File: src/rtl/streamif_page_reader_pkg.sv
// Shared types and constants for the StreamIF page reader.
package streamif_pkg;

  localparam int unsigned STREAMIF_PAGE_SHIFT = 12;
  localparam int unsigned STREAMIF_PAGE_BYTES = 4096;

  typedef enum logic [1:0] {
    StIdle,
    StReq,
    StData,
    StDrain
  } state_e;

  // Number of data beats needed to cover one page at the given data width.
  function automatic int unsigned page_beats(input int unsigned page_bytes,
                                             input int unsigned data_width);
    return page_bytes / (data_width / 8);
  endfunction

endpackage

File: src/rtl/streamif_page_reader_if.sv
// Control, memory-port and output-stream signals of one StreamIF read channel.
// The master modport is the page reader; slave is its environment.
interface streamif_page_reader_if #(
  parameter int unsigned DATA_WIDTH = 32
);
  logic [31:0]           StreamIF_CTRL_Addr;
  logic                  StreamIF_CTRL_AddrValid;
  logic                  StreamIF_CTRL_Start;
  logic                  StreamIF_CTRL_Idle;
  logic [31:0]           MEM_ReqAddr;
  logic [7:0]            MEM_ReqLen;
  logic                  MEM_ReqValid;
  logic                  MEM_ReqReady;
  logic [DATA_WIDTH-1:0] MEM_RData;
  logic                  MEM_RValid;
  logic                  MEM_RLast;
  logic                  MEM_RReady;
  logic [DATA_WIDTH-1:0] M_AXIS_TDATA;
  logic                  M_AXIS_TVALID;
  logic                  M_AXIS_TLAST;
  logic                  M_AXIS_TREADY;

  modport master (
    input  StreamIF_CTRL_Addr, StreamIF_CTRL_AddrValid, StreamIF_CTRL_Start,
    output StreamIF_CTRL_Idle,
    output MEM_ReqAddr, MEM_ReqLen, MEM_ReqValid,
    input  MEM_ReqReady,
    input  MEM_RData, MEM_RValid, MEM_RLast,
    output MEM_RReady,
    output M_AXIS_TDATA, M_AXIS_TVALID, M_AXIS_TLAST,
    input  M_AXIS_TREADY
  );

  modport slave (
    output StreamIF_CTRL_Addr, StreamIF_CTRL_AddrValid, StreamIF_CTRL_Start,
    input  StreamIF_CTRL_Idle,
    input  MEM_ReqAddr, MEM_ReqLen, MEM_ReqValid,
    output MEM_ReqReady,
    output MEM_RData, MEM_RValid, MEM_RLast,
    input  MEM_RReady,
    input  M_AXIS_TDATA, M_AXIS_TVALID, M_AXIS_TLAST,
    output M_AXIS_TREADY
  );
endinterface

File: src/rtl/streamif_skid_buffer.sv
// Two-entry valid/ready register slice. Accepts whenever not full, so it
// sustains one beat per cycle and absorbs one cycle of downstream stall.
module streamif_skid_buffer #(
  parameter int unsigned Width = 33
) (
  input  logic             clk_i,
  input  logic             rst_i,
  input  logic [Width-1:0] in_data_i,
  input  logic             in_valid_i,
  output logic             in_ready_o,
  output logic [Width-1:0] out_data_o,
  output logic             out_valid_o,
  input  logic             out_ready_i
);

  logic [Width-1:0] mem_q [2];
  logic             wr_ptr_q;
  logic             rd_ptr_q;
  logic [1:0]       cnt_q;
  logic             push;
  logic             pop;

  assign in_ready_o  = (cnt_q != 2'd2);
  assign out_valid_o = (cnt_q != 2'd0);
  assign out_data_o  = mem_q[rd_ptr_q];
  assign push        = in_valid_i & in_ready_o;
  assign pop         = out_valid_o & out_ready_i;

  // Storage, pointers and occupancy.
  always_ff @(posedge clk_i or posedge rst_i) begin
    if (rst_i) begin
      mem_q[0] <= '0;
      mem_q[1] <= '0;
      wr_ptr_q <= 1'b0;
      rd_ptr_q <= 1'b0;
      cnt_q    <= 2'd0;
    end else begin
      if (push) begin
        mem_q[wr_ptr_q] <= in_data_i;
        wr_ptr_q        <= ~wr_ptr_q;
      end
      if (pop) begin
        rd_ptr_q <= ~rd_ptr_q;
      end
      unique case ({push, pop})
        2'b10:   cnt_q <= cnt_q + 2'd1;
        2'b01:   cnt_q <= cnt_q - 2'd1;
        default: cnt_q <= cnt_q;
      endcase
    end
  end

endmodule

File: src/rtl/streamif_page_reader.sv
// StreamIF per-channel page reader: latches a page address, fetches the page
// in bursts and streams it out with TLAST on the final beat.
// Optional STREAMIF_READER_RLAST_CHECK_EN: flag MEM_RLast disagreeing with the
// internal burst beat counter on the sticky Err output.
module streamif_page_reader
  import streamif_pkg::*;
#(
  parameter int unsigned DATA_WIDTH = 32,
  parameter int unsigned BURST_LEN  = 16,
  parameter int unsigned PAGE_BYTES = STREAMIF_PAGE_BYTES
) (
  input  logic                   ACLK,
  input  logic                   ARESET,
  streamif_page_reader_if.master bus,
  output logic                   Err
);

  localparam int unsigned PageBeats = page_beats(PAGE_BYTES, DATA_WIDTH);
  localparam int unsigned Bursts    = PageBeats / BURST_LEN;
  localparam int unsigned BeatW     = $clog2(PageBeats) + 1;
  localparam int unsigned BurstW    = $clog2(Bursts) + 1;
  localparam int unsigned BlenW     = $clog2(BURST_LEN) + 1;

  localparam logic [31:0]       BurstBytes  = 32'(BURST_LEN * DATA_WIDTH / 8);
  localparam logic [BeatW-1:0]  LastBeat    = BeatW'(PageBeats - 1);
  localparam logic [BurstW-1:0] LastBurst   = BurstW'(Bursts - 1);
  localparam logic [BlenW-1:0]  LastInBurst = BlenW'(BURST_LEN - 1);

  state_e              state_q;
  logic                start_q;
  logic                addr_loaded_q;
  logic                idle_q;
  logic                req_valid_q;
  logic [31:0]         page_addr_q;
  logic [31:0]         req_addr_q;
  logic [BeatW-1:0]    beat_q;
  logic [BurstW-1:0]   burst_q;
  logic [BlenW-1:0]    in_burst_q;

  logic                start_edge;
  logic [31:0]         new_addr;
  logic                mem_fire;
  logic                out_fire;
  logic                skid_in_ready;
  logic                skid_out_valid;
  logic [DATA_WIDTH:0] skid_out_data;

  assign start_edge = bus.StreamIF_CTRL_Start & ~start_q;
  assign new_addr   = {bus.StreamIF_CTRL_Addr[31:STREAMIF_PAGE_SHIFT], 12'h000};
  assign mem_fire   = bus.MEM_RValid & bus.MEM_RReady;
  assign out_fire   = bus.M_AXIS_TVALID & bus.M_AXIS_TREADY;

  assign bus.StreamIF_CTRL_Idle = idle_q;
  assign bus.MEM_ReqAddr        = req_addr_q;
  assign bus.MEM_ReqLen         = 8'(BURST_LEN - 1);
  assign bus.MEM_ReqValid       = req_valid_q;
  assign bus.MEM_RReady         = (state_q == StData) & skid_in_ready;
  assign bus.M_AXIS_TDATA       = skid_out_data[DATA_WIDTH-1:0];
  assign bus.M_AXIS_TVALID      = skid_out_valid;
  // Gate TLAST so a stale stored flag never shows while the stream is idle.
  assign bus.M_AXIS_TLAST       = skid_out_valid & skid_out_data[DATA_WIDTH];

  streamif_skid_buffer #(
    .Width(DATA_WIDTH + 1)
  ) u_skid (
    .clk_i      (ACLK),
    .rst_i      (ARESET),
    .in_data_i  ({beat_q == LastBeat, bus.MEM_RData}),
    .in_valid_i (bus.MEM_RValid & (state_q == StData)),
    .in_ready_o (skid_in_ready),
    .out_data_o (skid_out_data),
    .out_valid_o(skid_out_valid),
    .out_ready_i(bus.M_AXIS_TREADY)
  );

  // Page fetch FSM with registered Idle/ReqValid.
  always_ff @(posedge ACLK or posedge ARESET) begin
    if (ARESET) begin
      state_q       <= StIdle;
      start_q       <= 1'b0;
      addr_loaded_q <= 1'b0;
      idle_q        <= 1'b1;
      req_valid_q   <= 1'b0;
      page_addr_q   <= '0;
      req_addr_q    <= '0;
      beat_q        <= '0;
      burst_q       <= '0;
      in_burst_q    <= '0;
    end else begin
      start_q <= bus.StreamIF_CTRL_Start;
      unique case (state_q)
        StIdle: begin
          if (bus.StreamIF_CTRL_AddrValid) begin
            page_addr_q   <= new_addr;
            addr_loaded_q <= 1'b1;
          end
          // An address presented in the same cycle as the edge wins.
          if (start_edge && (addr_loaded_q || bus.StreamIF_CTRL_AddrValid)) begin
            req_addr_q  <= bus.StreamIF_CTRL_AddrValid ? new_addr : page_addr_q;
            beat_q      <= '0;
            burst_q     <= '0;
            idle_q      <= 1'b0;
            req_valid_q <= 1'b1;
            state_q     <= StReq;
          end
        end
        StReq: begin
          if (bus.MEM_ReqReady) begin
            req_valid_q <= 1'b0;
            req_addr_q  <= req_addr_q + BurstBytes;
            in_burst_q  <= '0;
            state_q     <= StData;
          end
        end
        StData: begin
          if (mem_fire) begin
            beat_q     <= beat_q + 1'b1;
            in_burst_q <= in_burst_q + 1'b1;
            if (in_burst_q == LastInBurst) begin
              burst_q <= burst_q + 1'b1;
              if (burst_q == LastBurst) begin
                state_q <= StDrain;
              end else begin
                req_valid_q <= 1'b1;
                state_q     <= StReq;
              end
            end
          end
        end
        StDrain: begin
          // The TLAST beat is the last one queued, so its handshake empties the buffer.
          if (out_fire && bus.M_AXIS_TLAST) begin
            idle_q        <= 1'b1;
            addr_loaded_q <= 1'b0;
            state_q       <= StIdle;
          end
        end
        default: state_q <= StIdle;
      endcase
    end
  end

`ifdef STREAMIF_READER_RLAST_CHECK_EN
  logic err_q;

  // Sticky flag: memory RLast disagrees with our own burst-end position.
  always_ff @(posedge ACLK or posedge ARESET) begin
    if (ARESET) begin
      err_q <= 1'b0;
    end else if (mem_fire && (bus.MEM_RLast != (in_burst_q == LastInBurst))) begin
      err_q <= 1'b1;
    end
  end

  assign Err = err_q;
`else
  assign Err = 1'b0;
`endif

endmodule

File: src/flat_wrapper.sv
// flat-port wrapper written by rule: the top's interface ports become plain ports
module streamif_page_reader_flat import streamif_pkg::*;
#(
  parameter int unsigned DATA_WIDTH = 32,
  parameter int unsigned BURST_LEN  = 16,
  parameter int unsigned PAGE_BYTES = STREAMIF_PAGE_BYTES
)
  (ACLK, ARESET, Err, bus_StreamIF_CTRL_Addr, bus_StreamIF_CTRL_AddrValid, bus_StreamIF_CTRL_Start, bus_StreamIF_CTRL_Idle, bus_MEM_ReqAddr, bus_MEM_ReqLen, bus_MEM_ReqValid, bus_MEM_ReqReady, bus_MEM_RData, bus_MEM_RValid, bus_MEM_RLast, bus_MEM_RReady, bus_M_AXIS_TDATA, bus_M_AXIS_TVALID, bus_M_AXIS_TLAST, bus_M_AXIS_TREADY);
  streamif_page_reader_if #(.DATA_WIDTH(DATA_WIDTH)) bus_i ();
  input  logic ACLK;
  input  logic ARESET;
  output logic Err;
  input wire logic [$bits(bus_i.StreamIF_CTRL_Addr)-1:0] bus_StreamIF_CTRL_Addr;
  input wire logic [$bits(bus_i.StreamIF_CTRL_AddrValid)-1:0] bus_StreamIF_CTRL_AddrValid;
  input wire logic [$bits(bus_i.StreamIF_CTRL_Start)-1:0] bus_StreamIF_CTRL_Start;
  output wire logic [$bits(bus_i.StreamIF_CTRL_Idle)-1:0] bus_StreamIF_CTRL_Idle;
  output wire logic [$bits(bus_i.MEM_ReqAddr)-1:0] bus_MEM_ReqAddr;
  output wire logic [$bits(bus_i.MEM_ReqLen)-1:0] bus_MEM_ReqLen;
  output wire logic [$bits(bus_i.MEM_ReqValid)-1:0] bus_MEM_ReqValid;
  input wire logic [$bits(bus_i.MEM_ReqReady)-1:0] bus_MEM_ReqReady;
  input wire logic [$bits(bus_i.MEM_RData)-1:0] bus_MEM_RData;
  input wire logic [$bits(bus_i.MEM_RValid)-1:0] bus_MEM_RValid;
  input wire logic [$bits(bus_i.MEM_RLast)-1:0] bus_MEM_RLast;
  output wire logic [$bits(bus_i.MEM_RReady)-1:0] bus_MEM_RReady;
  output wire logic [$bits(bus_i.M_AXIS_TDATA)-1:0] bus_M_AXIS_TDATA;
  output wire logic [$bits(bus_i.M_AXIS_TVALID)-1:0] bus_M_AXIS_TVALID;
  output wire logic [$bits(bus_i.M_AXIS_TLAST)-1:0] bus_M_AXIS_TLAST;
  input wire logic [$bits(bus_i.M_AXIS_TREADY)-1:0] bus_M_AXIS_TREADY;
  assign bus_i.StreamIF_CTRL_Addr = bus_StreamIF_CTRL_Addr;
  assign bus_i.StreamIF_CTRL_AddrValid = bus_StreamIF_CTRL_AddrValid;
  assign bus_i.StreamIF_CTRL_Start = bus_StreamIF_CTRL_Start;
  assign bus_StreamIF_CTRL_Idle = bus_i.StreamIF_CTRL_Idle;
  assign bus_MEM_ReqAddr = bus_i.MEM_ReqAddr;
  assign bus_MEM_ReqLen = bus_i.MEM_ReqLen;
  assign bus_MEM_ReqValid = bus_i.MEM_ReqValid;
  assign bus_i.MEM_ReqReady = bus_MEM_ReqReady;
  assign bus_i.MEM_RData = bus_MEM_RData;
  assign bus_i.MEM_RValid = bus_MEM_RValid;
  assign bus_i.MEM_RLast = bus_MEM_RLast;
  assign bus_MEM_RReady = bus_i.MEM_RReady;
  assign bus_M_AXIS_TDATA = bus_i.M_AXIS_TDATA;
  assign bus_M_AXIS_TVALID = bus_i.M_AXIS_TVALID;
  assign bus_M_AXIS_TLAST = bus_i.M_AXIS_TLAST;
  assign bus_i.M_AXIS_TREADY = bus_M_AXIS_TREADY;
  streamif_page_reader #(.DATA_WIDTH(DATA_WIDTH), .BURST_LEN(BURST_LEN), .PAGE_BYTES(PAGE_BYTES)) u_core (.ACLK(ACLK), .ARESET(ARESET), .bus(bus_i), .Err(Err));
endmodule
File: config.mk
export PLATFORM = sky130hd
export DESIGN_NAME = streamif_page_reader_flat
export DESIGN_NICKNAME = d
export VERILOG_FILES = /design/src/rtl/streamif_page_reader_pkg.sv /design/src/rtl/streamif_page_reader_if.sv /design/src/rtl/streamif_skid_buffer.sv /design/src/rtl/streamif_page_reader.sv /design/src/flat_wrapper.sv
export SDC_FILE = /design/constraint.sdc
export NUM_CORES = 1
export LEC_CHECK = 0
export ABC_AREA = 1
export BUFFER_PORTS_ARGS = -buffer_cell sky130_fd_sc_hd__clkbuf_2
export CORE_ASPECT_RATIO = 1.4
export CORE_MARGIN = 2
export CORE_UTILIZATION = 55
export DETAILED_ROUTE_END_ITERATION = 7
export MAX_ROUTING_LAYER = met4
export PLACE_DENSITY = 0.87
export SKIP_LAST_GASP = 1
export SYNTH_ARGS = -nofsm -noshare
export SYNTH_HDL_FRONTEND = slang
export SYNTH_SLANG_ARGS = --single-unit
File: constraint.sdc
create_clock -name ACLK -period 9.1 [get_ports ACLK]
set_input_delay 1.82 -clock ACLK [delete_from_list [all_inputs] [get_ports ACLK]]
set_output_delay 1.82 -clock ACLK [all_outputs]
set_load 0.03 [all_outputs]
# Yosys cells after proc, flatten, opt, wreduce, memory -nomap -nowiden
# Cells that the tools add are included.
[classes]
add_sub_neg = 6
mul = 0
n_div = 0
magnitude_cmp = 3
eq_ne = 16
n_shift = 0
n_mux = 40
bitwise = 12
reduce_logical = 20
[op_table]
columns = ["cell", "count"]
rows = [
  ["33-bit two-way mux", 4],
  ["32-bit two-way mux", 3],
  ["66-bit bitwise mux", 1],
  ["32-bit one-hot mux with 2 select lines", 1],
  ["33-bit demux with 1-bit select", 1],
  ["32-bit by 7-bit adder with 32-bit output (second input constant)", 1],
  ["11-bit two-way mux", 2],
  ["11-bit one-hot mux with 2 select lines", 1],
  ["7-bit two-way mux", 3],
  ["3-bit AND reduction", 5],
  ["7-bit one-hot mux with 2 select lines", 1],
  ["2-bit two-way mux", 6],
  ["2-bit nonzero test", 6],
  ["11-bit by 1-bit adder with 11-bit output (second input constant)", 1],
  ["11-bit by 10-bit == test with 1-bit output (second input constant)", 1],
  ["5-bit two-way mux", 2],
  ["2-bit inequality test (second input constant)", 5],
  ["5-bit one-hot mux with 2 select lines", 1],
  ["1-bit two-way mux", 9],
  ["2-bit one-hot mux with 4 select lines", 1],
  ["7-bit by 1-bit adder with 7-bit output (second input constant)", 1],
  ["1-bit AND", 7],
  ["7-bit by 6-bit == test with 1-bit output (second input constant)", 1],
  ["2-bit == test (second input constant)", 3],
  ["20 further kinds", 30],
]
[word_totals]
register_bits = 163
latchBits = 0
ram_bits = 0
rom_bits = 0
elab_cells = 112
n_memories = 0

# Logic depth before layout (Yosys ltp)
[logic_depth]
ltp_word = 8
ltp_mapped = 12

# Hierarchy
# Synthesis repeated with hierarchy kept, for this count alone.
[unflattened]
cells_unflattened = 1105
hier_area_um2 = 8434.3
[by_module_without_submodules]
columns = ["module", "instances", "cells_per_inst", "area_each_um2", "seq_area_each_um2"]
rows = [
  ["streamif_page_reader", 1, 676, 5024.8, 2328.5],
  ["streamif_skid_buffer", 1, 429, 3409.5, 1751.7],
]

# Worst setup path after synthesis
# Ideal clock, no wire load.
[synth_path]
path_type = "reg-to-output"
from = "register u_core.state_q[0]"
to = "output port bus_MEM_RReady"
t_arrival_ps = 1482
required_time_ps = 7280
path_slack_ps = 5798
stages_incl_launch_ff = 6
path_buffers = 1
path_cell_list = "dfrtp_1 > inv_1 > ha_1 > buf_2 > clkinv_2 > a21oi_1"
[synth_via]
elab_chain_len = 2
[synth_lines]
columns = ["item", "line_no", "source"]
rows = [
  ["from (decl)", "streamif_page_reader.sv:29", "state_e state_q;"],
  ["from (signal assigned)", "streamif_page_reader.sv:79", "state_q <= StIdle;"],
  ["from (signal assigned)", "streamif_page_reader.sv:104", "state_q <= StReq;"],
  ["from (signal assigned)", "streamif_page_reader.sv:112", "state_q <= StData;"],
  ["2-bit == test", "streamif_page_reader.sv:57", "assign bus.MEM_RReady = (state_q == StData) & skid_in_ready;"],
  ["1-bit AND", "streamif_page_reader.sv:57", ""],
  ["to (decl)", "flat_wrapper.sv:24", "output wire logic [$bits(bus_i.MEM_RReady)-1:0] bus_MEM_RReady;"],
]
# Every way passes these cells.

# Worst setup path in the final report
# Same ends and word-level chain as after synthesis.

==> reports/summary.txt <==
=================================================================================================
Outcome                                                                                 completed
Pins Over Slew Limit                                                                            0
Worst reg-to-reg setup slack                                                              6380 ps
Vias in the first global route                                                               7250
Internal power                                                                            1.90 mW
RSZ-0062 raised after global routing                                                        false
Number of warning messages in the yosys log                                                     0
Headroom to the max-slew limit                                                              0.335
Die Outline Area                                                                       0.0164 mm²
Number of clock buffers inserted by TritonCTS                                                  17
Finished Layout Cells                                                                        1447
Number of antenna cells inserted                                                                0
Class of the tightest hold or removal check                                          register to register
Cells on Worst Hold Path                                                                        2
Worst reg2reg path startpoint                                                        u_core.state_q[1]
Vias post-DR                                                                                 7630
Average wire per standard cell                                                            13.8 µm
Share of total power in combinational logic                                                 0.423
Routed vias/inst                                                                             5.27
Net switching fraction of the power                                                         0.443
Number of buffers on the longest clock path                                                     2
Clk Tree Root Cell                                                                   sky130_fd_sc_hd__clkbuf_16
Sequential fraction of the synthesis area                                                   0.481
Worst stage delay on the critical path                                                     690 ps
Largest cells by area after synthesis                                                sky130_fd_sc_hd__dfrtp_1 (48%), sky130_fd_sc_hd__nand2_1 (19%), sky130_fd_sc_hd__o21ai_0 (6.1%)
Share of async-settable or async-resettable flops after synthesis                            1.00
WHS                                                                                        482 ps
Worst setup skew after layout                                                             16.0 ps
Fmax                                                                                    0.231 GHz
Flop pwr share                                                                              0.342
Share of layout cells above drive strength 1                                                0.151
Standard-cell row count                                                                        53
Number of antenna violations at the first check in global routing                               0
EDFF count, synth                                                                               0
Aggregate global routing overflow                                                               0
Number of placed I/O pins                                                                     150
Count of TritonRoute iterations in the first routing pass                                       6
Worst vdd rail ir drop                                                                   0.225 mV
Count of cells along the worst register-to-register path                                       11
Worst setup EP type                                                                  primary output
Area leader, netlist                                                                 sky130_fd_sc_hd__dfrtp_1
Leakage power figure                                                                      5.16 nW
Flops & latches, synth                                                                        163
Clock tree from TritonCTS                                                                     yes
Worst setup path class                                                               register to primary output
Number of nets with antenna violations after routing                                            0
Cells after Synth                                                                            1138
Average instance area after synthesis                                                    7.45 µm²
Die boundary height                                                                        151 µm
Starting Density                                                                            0.563
Layout Area Growth over Synthesis                                                           15.4%
Setup tns final                                                                              0 ps
Transition at the pin with the smallest max-transition slack                               998 ps
Initial drt markers                                                                           561
Synth top cells by count                                                             sky130_fd_sc_hd__nand2_1 (429), sky130_fd_sc_hd__dfrtp_1 (162), sky130_fd_sc_hd__inv_1 (123)
Area of the placeable core                                                             0.0151 mm²
Net total in the final layout                                                                1328
Critical R2R Capture                                                                 u_core.bus.MEM_ReqAddr[11]
First-pass GRT wire length                                                               32900 µm
Maximum fanout count along the critical path                                                   19
CTS resizes                                                                                     0
Clock sink total                                                                              163
Critical path required time                                                               7280 ps
CP max stage cell                                                                    sky130_fd_sc_hd__ha_1
Post-synth design cell area                                                           0.00847 mm²
Hold-fix buffer count after cts                                                                 0
Ordered list of cells on the worst path                                              inv_1 > ha_1 > clkinv_2 > a21oi_1 > clkbuf_2
Post-detail-place hpwl                                                                   13200 µm
Setup Viol. Count Final                                                                         0
Number of hold violations in the final report                                                   0
Number of distinct library cell variants in the gate-level netlist after synthesis             42
Power per standard cell area                                                           348 mW/mm²
Type of origin of the critical path                                                      register
Final setup margin                                                                        4770 ps
Library cell with the highest instance count after synthesis                         sky130_fd_sc_hd__nand2_1
Net switching power of the design                                                         1.51 mW
Critical path data arrival time                                                           2510 ps
Routability congestion estimate from global placement                                       0.928
Max-capacitance violation count                                                                 0
Maximum number of pins on one net before global-route repair                                   87
Post-CTS Setup Inserts                                                                          0
Worst hold endpoint                                                                  u_core.u_skid.mem_q[61]
Clock input transition at the sequential cells of the worst setup and hold paths            60 ps
Max H-tree Level                                                                                4
Number of DRC violations after detailed routing                                                 0
Die width                                                                                  109 µm
Worst Min Path Start                                                                 u_core.u_skid.mem_q[61]
Share of the cycle needed by the critical path after routing                                0.476
Timing startpoint of the critical path                                               u_core.state_q[0]
Insertion delay of the later-clocked pin in the worst-skew pair                            430 ps
Dominant synthesized flop cell                                                       sky130_fd_sc_hd__dfrtp_1
Post-Place Cells                                                                             1417
Top cell type's share of synthesized area                                                   0.478
Aggregate global-route resource usage                                                       0.261
Minimum period implied by the final worst setup slack                                     4330 ps
Final routed wirelength across all metal layers                                          20000 µm
Portion of total power attributed to the clock network                                      0.234
Pre-CTS setup slack                                                                       5070 ps
Port Buf Inserts                                                                              127
=================================================================================================
-- power groups by stage --
stage | logic, mW | clock network [mW] | registers (mW)
floorplan | 1.01 | 0 | 1.23
global placement | 1.40 | 0 | 1.16
detailed placement | 1.43 | 0 | 1.17
CTS | 1.45 | 0.809 | 1.16
global route | 1.61 | 0.838 | 1.19
finish | 1.44 | 0.799 | 1.17
-- critical path, delay by kind of cell (launching register included) --
family          cells  cell delay (ps)
flops               1              410
fa+ha+maj           1              690
buf+inv             3              750
compound gates      1              220
-- sequential cells by signal, summed over array words and instances, names as in the netlist, 2 cells and up --
name	flops
u_core.in_burst_q	5
u_core.bus.MEM_ReqAddr	32
u_core.beat_q	11
u_core.u_skid.mem_q	66
u_core.page_addr_q	32
u_core.burst_q	7
u_core.u_skid.cnt_q	2
u_core.state_q	2
-- through the flow --
step / cell area, µm² / utilization / power (mW)
2_1_floorplan: 8500 / - / 2.24
3_3_place_gp: 9120 / 0.606 / 2.56
3_5_place_dp: 9120 / 0.606 / 2.60
4_1_cts: 9780 / 0.650 / 3.41
5_1_grt: 9780 / 0.650 / 3.64
6_report: 9780 / 0.650 / 3.41
-- cells by family (layout without fill, tap and decap cells) --
kind of cell             Yosys count  count (layout)  synth area share
AO/OA/AOI/OAI                    180             180             0.112
XOR/XNOR                          13              13            0.0134
adder cells (fa/ha/maj)           12              12            0.0177
buffers and inverters            184             294            0.0945
flip-flops                       163             163             0.481
other                              2               9          0.000886
AND/OR/NAND/NOR                  584             584             0.280
-- metal layers --
metal,vias to the layer above,global-route usage,share of wire
met5,-,-,0
met4,0,0.113,0.028
met3,45,0.0581,0.066
met2,290,0.426,0.51
met1,3520,0.308,0.40
li1,3775,-,-
-- layout make-up --
class                           instances  area [µm²]
Multi-Input combinational cell        798        3620
Timing Repair Buffer                  132         673
Sequential cell                       163        4080
Clock buffer                           21         480
Tap cell                              192         240
Clock inverter                          9         176
Inverter                              132         504
Fill cell                            1224        5270
-- worst max path at each step --
stage	to	slack [ps]	cells after the start
floorplan	u_core.addr_loaded_q	2880	1
global placement	u_core.bus.MEM_ReqAddr[18]	5080	12
detailed placement	u_core.bus.MEM_ReqAddr[15]	5070	11
CTS	bus_MEM_RReady	4770	5
global route	bus_MEM_RReady	4620	5
finish	bus_MEM_RReady	4770	5
-- cell usage in the layout (no fill, tap or decap), types with 3 or more instances in the layout --
master	netlist	routed
sky130_fd_sc_hd__a21oi_1	26	26
sky130_fd_sc_hd__buf_4	11	5
sky130_fd_sc_hd__bufinv_16	0	5
sky130_fd_sc_hd__clkbuf_16	0	17
sky130_fd_sc_hd__clkbuf_2	1	127
sky130_fd_sc_hd__clkbuf_8	0	4
sky130_fd_sc_hd__clkinv_2	1	3
sky130_fd_sc_hd__conb_1	2	9
sky130_fd_sc_hd__dfrtp_1	162	162
sky130_fd_sc_hd__ha_1	12	12
sky130_fd_sc_hd__inv_1	123	122
sky130_fd_sc_hd__inv_2	6	6
sky130_fd_sc_hd__nand2_1	429	429
sky130_fd_sc_hd__nand2_2	3	3
sky130_fd_sc_hd__nand3_1	53	52
sky130_fd_sc_hd__nand3_2	2	3
sky130_fd_sc_hd__nand3b_1	3	3
sky130_fd_sc_hd__nand4_1	14	14
sky130_fd_sc_hd__nor2_1	66	66
sky130_fd_sc_hd__nor2_4	3	3
sky130_fd_sc_hd__nor3_1	6	6
sky130_fd_sc_hd__o211ai_1	3	3
sky130_fd_sc_hd__o21ai_0	103	103
sky130_fd_sc_hd__o21ai_1	32	32
sky130_fd_sc_hd__o21ai_2	3	3
sky130_fd_sc_hd__o22ai_1	4	4
sky130_fd_sc_hd__xor2_1	12	12
No activity file was read; power rests on OpenSTA's default activity.
